===== src/rtl/block_average_downscaler_if.sv =====
// Source-read / frame-buffer-write bundle shared by the zoom engines.
// The engine drives the master side; memories and control sit on the slave side.
interface block_average_downscaler_if;
    logic        enable;
    logic [2:0]  zoom_level;
    logic [7:0]  pixel_in;
    logic [14:0] read_addr;
    logic [7:0]  pixel_out;
    logic [18:0] write_addr;
    logic        write_en;
    logic        done;

    modport master (
        input  enable, zoom_level, pixel_in,
        output read_addr, pixel_out, write_addr, write_en, done
    );

    modport slave (
        output enable, zoom_level, pixel_in,
        input  read_addr, pixel_out, write_addr, write_en, done
    );
endinterface


===== src/rtl/block_average_downscaler.sv =====
// NxN block-average zoom-out engine (1x/2x/4x) for a 160x120 8-bit source.
// Define BLOCK_AVG_ROUND_EN for round-half-up averaging instead of truncation.
module block_average_downscaler #(
    parameter int IMG_WIDTH_IN  = 160,
    parameter int IMG_HEIGHT_IN = 120
) (
    input  logic                       clk,
    input  logic                       reset,
    block_average_downscaler_if.master bus
);

    typedef enum logic [2:0] {IDLE, READ, DRAIN, WRITE, DONE} state_t;

    state_t      r_state;
    logic [1:0]  r_nlog;
    logic [1:0]  r_dx;
    logic [1:0]  r_dy;
    logic [7:0]  r_xo;
    logic [6:0]  r_yo;
    logic [14:0] r_ptr;
    logic [11:0] r_acc;
    logic [7:0]  r_pix;
    logic        r_we;
    logic        r_done;

    logic [1:0]  w_zoom_nlog;
    logic [1:0]  w_nm1;
    logic [7:0]  w_wm1;
    logic [14:0] w_last;
    logic [11:0] w_rnd;
    logic [11:0] w_sum;
    logic [7:0]  w_avg;
    logic [6:0]  w_sy;
    logic [7:0]  w_sx;
    logic [14:0] w_raddr;

    always_comb begin
        w_zoom_nlog = 2'd0;
        w_nm1       = 2'd0;
        unique case (1'b1)
            (bus.zoom_level == 3'd0): w_zoom_nlog = 2'd2;
            (bus.zoom_level == 3'd1): w_zoom_nlog = 2'd1;
            default:                  w_zoom_nlog = 2'd0;
        endcase
        unique case (1'b1)
            (r_nlog == 2'd2): w_nm1 = 2'd3;
            (r_nlog == 2'd1): w_nm1 = 2'd1;
            default:          w_nm1 = 2'd0;
        endcase
    end

    assign w_wm1  = 8'((IMG_WIDTH_IN >> r_nlog) - 1);
    assign w_last = 15'((IMG_WIDTH_IN >> r_nlog) *
                        (IMG_HEIGHT_IN >> r_nlog) - 1);

`ifdef BLOCK_AVG_ROUND_EN
    assign w_rnd = 12'((32'd1 << {r_nlog, 1'b0}) >> 1);
`else
    assign w_rnd = 12'd0;
`endif

    // pixel_in lags read_addr by one cycle, so DRAIN folds in the last sample
    assign w_sum = r_acc + {4'd0, bus.pixel_in};
    assign w_avg = 8'((w_sum + w_rnd) >> {r_nlog, 1'b0});

    assign w_sy    = (r_yo << r_nlog) + {5'd0, r_dy};
    assign w_sx    = (r_xo << r_nlog) + {6'd0, r_dx};
    assign w_raddr = 15'(w_sy) * 15'(IMG_WIDTH_IN) + 15'(w_sx);

    assign bus.read_addr  = (r_state == READ) ? w_raddr : 15'd0;
    assign bus.write_addr = {4'd0, r_ptr};
    assign bus.pixel_out  = r_pix;
    assign bus.write_en   = r_we;
    assign bus.done       = r_done;

    always_ff @(posedge clk) begin
        if (reset) begin
            r_state <= IDLE;
            r_nlog  <= 2'd0;
            r_dx    <= 2'd0;
            r_dy    <= 2'd0;
            r_xo    <= 8'd0;
            r_yo    <= 7'd0;
            r_ptr   <= 15'd0;
            r_acc   <= 12'd0;
            r_pix   <= 8'd0;
            r_we    <= 1'b0;
            r_done  <= 1'b0;
        end else if (!bus.enable) begin
            r_state <= IDLE;
            r_dx    <= 2'd0;
            r_dy    <= 2'd0;
            r_xo    <= 8'd0;
            r_yo    <= 7'd0;
            r_ptr   <= 15'd0;
            r_acc   <= 12'd0;
            r_we    <= 1'b0;
            r_done  <= 1'b0;
        end else begin
            r_we <= 1'b0;
            case (r_state)
                IDLE: begin
                    r_nlog  <= w_zoom_nlog;
                    r_dx    <= 2'd0;
                    r_dy    <= 2'd0;
                    r_xo    <= 8'd0;
                    r_yo    <= 7'd0;
                    r_ptr   <= 15'd0;
                    r_acc   <= 12'd0;
                    r_state <= READ;
                end
                READ: begin
                    if (r_dx != 2'd0 || r_dy != 2'd0)
                        r_acc <= w_sum;
                    if (r_dx == w_nm1) begin
                        r_dx <= 2'd0;
                        if (r_dy == w_nm1) begin
                            r_dy    <= 2'd0;
                            r_state <= DRAIN;
                        end else begin
                            r_dy <= r_dy + 2'd1;
                        end
                    end else begin
                        r_dx <= r_dx + 2'd1;
                    end
                end
                DRAIN: begin
                    r_pix   <= w_avg;
                    r_we    <= 1'b1;
                    r_state <= WRITE;
                end
                WRITE: begin
                    r_ptr <= r_ptr + 15'd1;
                    r_acc <= 12'd0;
                    if (r_xo == w_wm1) begin
                        r_xo <= 8'd0;
                        r_yo <= r_yo + 7'd1;
                    end else begin
                        r_xo <= r_xo + 8'd1;
                    end
                    if (r_ptr == w_last) begin
                        r_done  <= 1'b1;
                        r_state <= DONE;
                    end else begin
                        r_state <= READ;
                    end
                end
                DONE: begin
                    r_done <= 1'b1;
                end
                default: begin
                    r_state <= IDLE;
                end
            endcase
        end
    end

endmodule


===== src/flat_wrapper.sv =====
// flat-port wrapper written by rule: the top's interface ports become plain ports
module block_average_downscaler_flat 
#(
    parameter int IMG_WIDTH_IN  = 160,
    parameter int IMG_HEIGHT_IN = 120
)
  (clk, reset, bus_enable, bus_zoom_level, bus_pixel_in, bus_read_addr, bus_pixel_out, bus_write_addr, bus_write_en, bus_done);
  block_average_downscaler_if bus_i ();
  input  logic clk;
  input  logic reset;
  input wire logic [$bits(bus_i.enable)-1:0] bus_enable;
  input wire logic [$bits(bus_i.zoom_level)-1:0] bus_zoom_level;
  input wire logic [$bits(bus_i.pixel_in)-1:0] bus_pixel_in;
  output wire logic [$bits(bus_i.read_addr)-1:0] bus_read_addr;
  output wire logic [$bits(bus_i.pixel_out)-1:0] bus_pixel_out;
  output wire logic [$bits(bus_i.write_addr)-1:0] bus_write_addr;
  output wire logic [$bits(bus_i.write_en)-1:0] bus_write_en;
  output wire logic [$bits(bus_i.done)-1:0] bus_done;
  assign bus_i.enable = bus_enable;
  assign bus_i.zoom_level = bus_zoom_level;
  assign bus_i.pixel_in = bus_pixel_in;
  assign bus_read_addr = bus_i.read_addr;
  assign bus_pixel_out = bus_i.pixel_out;
  assign bus_write_addr = bus_i.write_addr;
  assign bus_write_en = bus_i.write_en;
  assign bus_done = bus_i.done;
  block_average_downscaler #(.IMG_WIDTH_IN(IMG_WIDTH_IN), .IMG_HEIGHT_IN(IMG_HEIGHT_IN)) u_core (.clk(clk), .reset(reset), .bus(bus_i));
endmodule

===== config.mk =====
export PLATFORM = sky130hd
export DESIGN_NAME = block_average_downscaler_flat
export DESIGN_NICKNAME = d
export VERILOG_FILES = /design/src/rtl/block_average_downscaler_if.sv /design/src/rtl/block_average_downscaler.sv /design/src/flat_wrapper.sv
export SDC_FILE = /design/constraint.sdc
export NUM_CORES = 1
export LEC_CHECK = 0
export ABC_AREA = 1
export ABC_CLOCK_PERIOD_IN_PS = 4100
export CAP_MARGIN = 40
export CORE_MARGIN = 4
export CORE_UTILIZATION = 40
export CTS_CLUSTER_DIAMETER = 50
export CTS_CLUSTER_SIZE = 14
export DETAILED_ROUTE_END_ITERATION = 10
export REMOVE_ABC_BUFFERS = 1
export SLEW_MARGIN = 0
export SYNTH_ARGS = -nofsm -noshare
export SYNTH_HDL_FRONTEND = slang
export SYNTH_SLANG_ARGS = --single-unit
export TNS_END_PERCENT = 20

===== constraint.sdc =====
create_clock -name clk -period 4.1 [get_ports clk]
set_input_delay 0.41 -clock clk [delete_from_list [all_inputs] [get_ports clk]]
set_output_delay 0.41 -clock clk [all_outputs]
set_load 0.01 [all_outputs]

# Word-level counts from Yosys, hierarchy flattened

Cells that the tools add are included.

Logic and storage cells: 87
Input bits: 14
Flip-flop bits (word level): 61
Output and inout port bits: 44

Bitwise gates (word level): 2
Equal/unequal tests: 16
Reduce and logical (&&, ||, !) cells: 18
Add/sub/neg operators: 11
Shifts and indexed selects: 5
Multiply operators: 2
Muxes and demuxes: 22

Operator list:

| kind                                               | number |
|---|---|
| multiplier 32 x 32 -> 15 bit                       | 1 |
| right shift 7 x 2 -> 32 bit, first input constant  | 1 |
| right shift 8 x 2 -> 32 bit, first input constant  | 1 |
| case mux 15 bit (2 select lines)                   | 1 |
| case mux 12 bit (2 select lines)                   | 1 |
| case mux 2 bit (2 select lines)                    | 4 |
| case mux 8 bit (2 select lines)                    | 1 |
| adder 15 x 1 -> 15 bit, second input constant      | 1 |
| adder 15 x 8 -> 15 bit                             | 1 |
| equality test 15 bit                               | 1 |
| two-way mux 15 bit                                 | 1 |
| case mux 3 bit (5 select lines)                    | 1 |
| subtractor 15 x 2 -> 15 bit, second input constant | 1 |
| case mux 7 bit (2 select lines)                    | 1 |
| adder 12 x 8 -> 12 bit                             | 1 |
| two-way mux 12 bit                                 | 1 |
| AND reduction 2 bit                                | 6 |
| nonzero test 2 bit                                 | 6 |
| right shift 12 x 3 -> 8 bit                        | 1 |
| multiplier 7 x 3 -> 10 bit, second input constant  | 1 |
| two-way mux 3 bit                                  | 3 |
| adder 8 x 1 -> 8 bit, second input constant        | 1 |
| adder 8 x 2 -> 8 bit                               | 1 |
| equality test 8 bit                                | 1 |
| 24 further kinds                                   | 37 |

# Depth between registers and ports, before layout

Gate-level depths: netlist of the first run.

Depth after elaboration: 6
Mapped depth: 25
Depth with buffers taken out: 24

# Worst setup path after synthesis of the first run

No wires, ideal clock.

Kind: register to output
Start: reg u_core.r_nlog[1]
End: out bus_read_addr[14]
Stages on the path, launching flop included: 20
Buffers on the path: 2
Required time: 3690 ps
Path slack: -15 ps
Arrival time: 3705 ps
Cell sequence: dfxtp_1 clkbuf_1 buf_1 nor3_1 ha_1 fa_1 inv_1 nor2_1 xor2_1 inv_1 ha_1 inv_1 fa_1 o21ai_0 nand2_1 nand3b_1 nand2_1 nor3_1 nand3_1 a21oi_1

Longest elaborated chain between the ends: 5
Elaborated cells on any way between the ends: 7
Classes of those cells: add/sub: 3; mul: 1; shift: 2; mux: 1

Ends and longest elaborated chain:

| what                       | RTL line                        | text |
|---|---|---|
| from (decl)                | block_average_downscaler.sv:15  | `logic [1:0] r_nlog;` |
| from (signal assigned)     | block_average_downscaler.sv:103 | `r_nlog <= w_zoom_nlog;` |
| left shift 7 x 2 -> 7 bit  | block_average_downscaler.sv:66  | `assign w_sy = (r_yo << r_nlog) + {5'd0, r_dy};` |
| adder 7 x 2 -> 7 bit       | block_average_downscaler.sv:66  |  |
| multiplier 7 x 3 -> 10 bit | block_average_downscaler.sv:68  | `assign w_raddr = 15'(w_sy) * 15'(IMG_WIDTH_IN) + 15'(w_sx);` |
| adder 15 x 8 -> 15 bit (*) | block_average_downscaler.sv:68  |  |
| two-way mux 15 bit (*)     | block_average_downscaler.sv:70  | `assign bus.read_addr = (r_state == READ) ? w_raddr : 15'd0;` |
| to (decl)                  | flat_wrapper.sv:14              | `output wire logic [$bits(bus_i.read_addr)-1:0] bus_read_addr;` |

Mark *: on every way between the ends. The rest lies on a longest branch, timed or not.

# Final worst setup path of the first run

Start: reg u_core.r_nlog[0]
End: out bus_read_addr[14]

The elaborated chain is that of the path after synthesis.

==> results.toml, run 1 <==
[global_routing]
grt_pass1_vias = 5205
grt_max_degree = 39
grt_use_total_pct = 19.3
grt_antenna_before_repair = 0
grt_overflow = 0
met3_usage_pct = 2.50
busiest_layer = "met2"
grt_pass1_wl_um = 24000
grtUsageMet1_pct = 25.5
use_met2_pct = 32.8

[drt]
viasPerCell = 4.92
ant_nets = 0
vias = 5570
dr.pass1.iters = 5
wl_per_cell_um = 12.6
dr.first_iter.drc_count = 253
drc = 0
wirelength_um = 14300

[flow_run]
cap_viol_max_count = 0

[setup_path]
max_stage_delay_ps = 430
cp.required_ps = 3690
end_kind = "primary output"
slowest_stage = "fa_2"
start_kind = "flip-flop"
crit_fanout = 4
critical_path_arrival_ps = 3580
crit_type = "reg2out"
cp_common_cell = "inv_1"
crit_chain = "inv_2 -> nand2_1 -> nand2_1 -> nor2_2 -> ha_1 -> nand2_1 -> inv_1 -> o21ai_2 -> xor2_1 -> inv_1 -> ha_1 -> ha_1 -> inv_1 -> fa_2 -> nor2_1 -> inv_1 -> nor3_2 -> nand3_1 -> a21oi_1 -> clkdlybuf4s15_2"

[power]
p_sw_mw = 0.596
p_seq_share_pct = 30.6
power_density_nw_per_um2 = 295
power_mw = 2.01
power.leakage_nw = 3.06
p_comb_share_pct = 25.3
p_clk_share_pct = 44.1
ir_drop_uv = 202
power_switching_share_pct = 29.7
internal-power_mw = 1.41

[floorplan]
rows = 42
initial_core_util_pct = 40.8
die_y_um = 124
dieWidth_um = 124
core_um2 = 13200
die-area_um2 = 15400
io_pins = 58

[final_layout]
drive_gt1_share_pct = 12.6
nFillCells = 1390
n_antenna_cell = 0
final_common_cell = "nand2_1"
fin_nets = 1017
syn2layout_area_growth_pct = 26.0
final_cell_mix = "nand2_1 (240), inv_1 (100), a21oi_1 (77)"
finalNonFillerCells = 1131

[synthesis]
ys_seq_elements = 61
ys_seq_area_share_pct = 22.6
synth-main-ff-cell = "dfxtp_1"
ys_warn_count = 0
async_reset_ff_share_pct = 0
synth.avg_cell_area_um2 = 6.24
synthesis.area_um2 = 5400
ys_types = 48
syn_inst = 865
synth_edf_count = 0

[timing]
fin_crit_sh_pct = 97.4
slew_headroom_pct = 55.7
setup_tns_ps = 0
fin_crit_ps = 3990
rsz0062_at_grt = "true"
hold_slack_ps = 468
max_freq_mhz = 250
clock_skew_ps = 3.64
maxSlewViolCount = 0
tightest_slew_ps = 663
hold_viol_final = 0
setup_viol = 0

[place]
io_buffers = 53
placed_cells_incl_taps = 1112
routabilityCongestion = 0.887
dp_hpwl_um = 10800

[cts]
cts_root_buf = "clkbuf_16"
cts_sinks = 61
clk_pin_slew_ps = 50
cts_max_level = 3
cts_hold_buffers = 0
clockBufferDepth = 2
cts_tree = "built"
clkLatencyLatePin_ps = 330
numCtsBuffers = 9

[hold_path]
hp-class = "reg2reg"

[run_status]
status = "finished clean"
## sequential cells by signal, indices dropped and copies added, names as in the netlist
| register | cells |
|---|---|
| u_core.bus.write_en | 1 |
| u_core.bus.done | 1 |
| u_core.r_acc | 12 |
| u_core.r_xo | 8 |
| u_core.r_ptr | 15 |
| u_core.r_state | 3 |
| u_core.r_yo | 7 |
| u_core.r_dx | 2 |
| u_core.bus.pixel_out | 8 |
| u_core.r_nlog | 2 |
| u_core.r_dy | 2 |
## cell usage after synthesis (2+ instances only)
| cell | count | area, um^2 |
|---|---|---|
| nand2_1 | 241 | 905 |
| inv_1 | 102 | 383 |
| a21oi_1 | 77 | 385 |
| nor2_1 | 70 | 263 |
| nand3_1 | 69 | 345 |
| dfxtp_1 | 61 | 1220 |
| ha_1 | 46 | 576 |
| o21ai_0 | 40 | 200 |
| nor3_1 | 16 | 80.1 |
| xor2_1 | 16 | 140 |
| inv_2 | 12 | 45.0 |
| xnor2_1 | 11 | 96.3 |
| clkbuf_1 | 10 | 37.5 |
| nand4_1 | 10 | 62.6 |
| buf_4 | 7 | 52.6 |
| fa_1 | 7 | 140 |
| nand2_2 | 7 | 43.8 |
| buf_2 | 5 | 25.0 |
| o21ai_1 | 5 | 25.0 |
| a211oi_1 | 4 | 30.0 |
| or2_1 | 4 | 25.0 |
| or2_2 | 4 | 25.0 |
| a221oi_1 | 3 | 26.3 |
| and2_1 | 3 | 18.8 |
| buf_1 | 3 | 11.3 |
| nand3b_1 | 3 | 22.5 |
| nor2_2 | 3 | 18.8 |
| o211ai_1 | 3 | 22.5 |
| a22oi_1 | 2 | 15.0 |
| a31oi_1 | 2 | 12.5 |
| nor2_4 | 2 | 22.5 |
## worst max-delay path, delay by kind of cell (launching register included)
kind,cells,cell delay [ps]
adder cells (fa/ha/maj),4,1170
AND/OR/NAND/NOR,7,760
buffers and inverters,6,540
flip-flops,1,360
AO/OA/AOI/OAI,2,260
XOR/XNOR,1,150
## final timing paths
path / to / start / slack, ps / cells past startpoint
hold / removal: u_core.r_acc[5]$_SDFFE_PP0P_ / u_core.r_acc[5]$_SDFFE_PP0P_ / 470 / 2
setup reg to reg: u_core.r_state[0]$_SDFFE_PP0P_ / u_core.r_nlog[1]$_SDFFE_PP0P_ / 950 / 20
setup / recovery: bus_read_addr[14] / u_core.r_nlog[0]$_SDFFE_PP0P_ / 110 / 20
hold reg to reg: u_core.r_acc[5]$_SDFFE_PP0P_ / u_core.r_acc[5]$_SDFFE_PP0P_ / 470 / 2
## power by group through the flow
stage          sequential [mW]  clock (mW)  combinational [mW]
2_1_floorplan            0.633           0               0.310
3_3_place_gp             0.625           0               0.484
3_5_place_dp             0.625           0               0.484
4_1_cts                  0.613       0.899               0.495
5_1_grt                  0.614       0.922               0.576
6_report                 0.613       0.886               0.508
## metal layers
layer	part of all wire (%)	wire length [um]
met1	47	6750
met2	47	6640
met3	4.0	575
met4	2.0	286
met5	0	0
## cells by family after synthesis
logic type	count (synthesis)	share of synthesized area, %
simple gates	436	34.5
compound gates	144	14.5
xor+xnor	27	4.38
flops	61	22.6
other cells	1	0.0695
buf+inv	143	10.7
fa+ha+maj	53	13.3
## per-stage QoR
| step | utilization, % | setup slack (ps) | area, um^2 |
|---|---|---|---|
| after floorplan | - | -362 | 5270 |
| after global placement | 47.8 | -124 | 6330 |
| after detailed placement | 47.8 | -189 | 6330 |
| after CTS | 50.7 | -127 | 6720 |
| after global routing | 51.4 | -119 | 6800 |
| final | 51.4 | 108 | 6800 |
## cell type report
| class | instances | area (um^2) | area share (%) |
|---|---|---|---|
| clock buffers | 12 | 246 | 3.62 |
| clock inverters | 4 | 95.1 | 1.40 |
| inverters | 116 | 437 | 6.42 |
| multi-input cells | 664 | 3710 | 54.5 |
| flip-flops and latches | 61 | 1230 | 18.0 |
| well taps | 176 | 220 | 3.24 |
| repair buffers | 98 | 870 | 12.8 |
## repair_timing
action	CTS	global route
resized for setup	21	35
pin swaps	2	9
hold endpoints to repair	0	0
endpoints found under the setup margin	9	8
buffers inserted	1	2
(Power assumes the default switching activity.)
==> run 2: changes to the inputs <==
--- a/config.mk
+++ b/config.mk
@@ -14,6 +14,7 @@
 export CTS_CLUSTER_SIZE = 14
 export DETAILED_ROUTE_END_ITERATION = 10
 export REMOVE_ABC_BUFFERS = 1
+export SETUP_SLACK_MARGIN = 0.1
 export SLEW_MARGIN = 0
 export SYNTH_ARGS = -nofsm -noshare
 export SYNTH_HDL_FRONTEND = slang
==> results.toml, run 2 (same netlist as run 1, synthesis figures left out) <==
[power]
power_density_nw_per_um2 = 294
power.leakage_nw = 3.06
ir_drop_uv = 200
power_mw = 2.01

[floorplan]
initial_core_util_pct = 40.8
io_pins = 58
core_um2 = 13200
dieWidth_um = 124
die_y_um = 124
rows = 42
die-area_um2 = 15400

[drt]
viasPerCell = 4.94
wl_per_cell_um = 12.6
dr.pass1.iters = 5
dr.first_iter.drc_count = 236
vias = 5602
wirelength_um = 14300
ant_nets = 0
drc = 0

[flow_run]
cap_viol_max_count = 0

[setup_path]
rr_endpoint = "u_core.r_state[0]$_SDFFE_PP0P_"
reg2regPathDepth = 20
r2r_setup_slack_ps = 950
end_kind = "primary output"
reg2reg_from = "u_core.r_nlog[1]$_SDFFE_PP0P_"
cp.required_ps = 3690
start_kind = "flip-flop"
crit_fanout = 4
crit_type = "reg2out"
critical_path_arrival_ps = 3600

[timing]
slew_headroom_pct = 55.9
clock_skew_ps = 3.86
max_freq_mhz = 250
fin_crit_sh_pct = 97.7
tightest_slew_ps = 661
maxSlewViolCount = 0
hold_viol_final = 0
rsz0062_at_grt = "true"
fin_crit_ps = 4010
setup_viol = 0

[cts]
cts_max_level = 3
clockBufferDepth = 2
cts_tree = "built"
clkLatencyLatePin_ps = 330
numCtsBuffers = 9
cts_sinks = 61
cts_hold_buffers = 0
cts_root_buf = "clkbuf_16"
clk_pin_slew_ps = 50

[global_routing]
grt_antenna_before_repair = 0
grt_overflow = 0
grt_pass1_wl_um = 24100
grt_max_degree = 39
grt_use_total_pct = 19.4
grt_pass1_vias = 5219

[hold_path]
worst_hold_path.endpoint = "u_core.r_acc[5]$_SDFFE_PP0P_"
hp-class = "reg2reg"
min_from = "u_core.r_acc[5]$_SDFFE_PP0P_"
whs_path_depth = 2

[final_layout]
top_regs = "u_core.r_ptr: 15 flops, u_core.r_acc: 12 flops"
top_register = "u_core.r_ptr"
final_common_cell = "nand2_1"
postLayoutCellArea_um2 = 6840
syn2layout_area_growth_pct = 26.7
largest_reg_flops = 15
n_antenna_cell = 0
final_cell_mix = "nand2_1 (237), inv_1 (100), a21oi_1 (77)"
fin_nets = 1020
drive_gt1_share_pct = 13.4
final_core_utilization_pct = 51.7
finalNonFillerCells = 1134

[place]
routabilityCongestion = 0.887
io_buffers = 53
post_dp_cell_area_um2 = 6330
placed_cells_incl_taps = 1112
dp_hpwl_um = 10800

[run_status]
status = "finished clean"
[run 2: changes by cell type in the layout (fill, tap and decap cells not counted), moves of 2 or more]
cell,change
nand2_2,+3
o21ai_1,-2
buf_2,+2
buf_4,+2
nand2_1,-3
ha_2,+2
[run 2: where the power goes]
part           switching, mW  leakage (nW)  internal (mW)  total [mW]
logic                  0.312          2.40          0.204       0.516
registers            0.00985         0.494          0.604       0.614
clock network          0.275         0.167          0.610       0.884
total                  0.597          3.06           1.42        2.01
[run 2: repair_timing]
| item | 4_1_cts | 5_1_grt |
|---|---|---|
| pin swaps | 6 | 15 |
| gates resized for setup | 28 | 35 |
| setup buffers | 3 | 2 |
| cloned | 0 | 1 |
| endpoints found under the setup margin | 9 | 9 |
[run 2: per-layer routing]
metal  GRT usage (%)  up-vias  routed length [um]
li1                -     2977                   -
met1            25.5     2482                6640
met2            33.0      120                6750
met3            2.50       23                 626
met4            5.82        0                 283
met5               0        -                   0
[run 2: worst max-delay path: stages, from the launching register on]
cell and delay (ps):
dfxtp_4 380, inv_6 50, nand2_2 70, nand2_2 50, nor2_2 120, ha_1 240
nand2_1 60, inv_1 40, o21ai_2 150, xor2_1 150, inv_1 70, ha_1 280
ha_2 170, inv_1 50, fa_2 390, xnor2_2 150, buf_4 130, nand2_2 100
nor3_4 50, buf_4 120, buf_4 120, buf_4 120, nor2_1 70, clkbuf_2 130
[run 2: worst max path at each step]
stage | startpoint | end | slack [ps] | cells after the start
6_report | u_core.r_nlog[0]$_SDFFE_PP0P_ | bus_read_addr[11] | 90 | 23
5_1_grt | u_core.r_nlog[0]$_SDFFE_PP0P_ | bus_read_addr[13] | -110 | 25
4_1_cts | u_core.r_nlog[0]$_SDFFE_PP0P_ | bus_read_addr[13] | -100 | 23
3_5_place_dp | u_core.r_nlog[0]$_SDFFE_PP0P_ | bus_read_addr[14] | -190 | 22
3_3_place_gp | u_core.r_nlog[0]$_SDFFE_PP0P_ | bus_read_addr[14] | -120 | 21
2_1_floorplan | u_core.r_nlog[0]$_SDFFE_PP0P_ | bus_read_addr[14] | -360 | 21
[run 2: final cells by class]
type	count	area (um^2)
fillers	1387	6400
multi-input cells	664	3710
flip-flops and latches	61	1230
repair buffers	101	901
inverters	116	442
clock buffers	12	246
well taps	176	220
clock inverters	4	95.1
[run 2: through the flow]
stage	setup TNS [ps]	setup WS (ps)	hold slack, ps
4_1_cts	-102	-102	471
6_report	0	94.5	468
2_1_floorplan	-1080	-362	449
5_1_grt	-262	-115	485
3_5_place_dp	-313	-189	464
3_3_place_gp	-246	-124	458
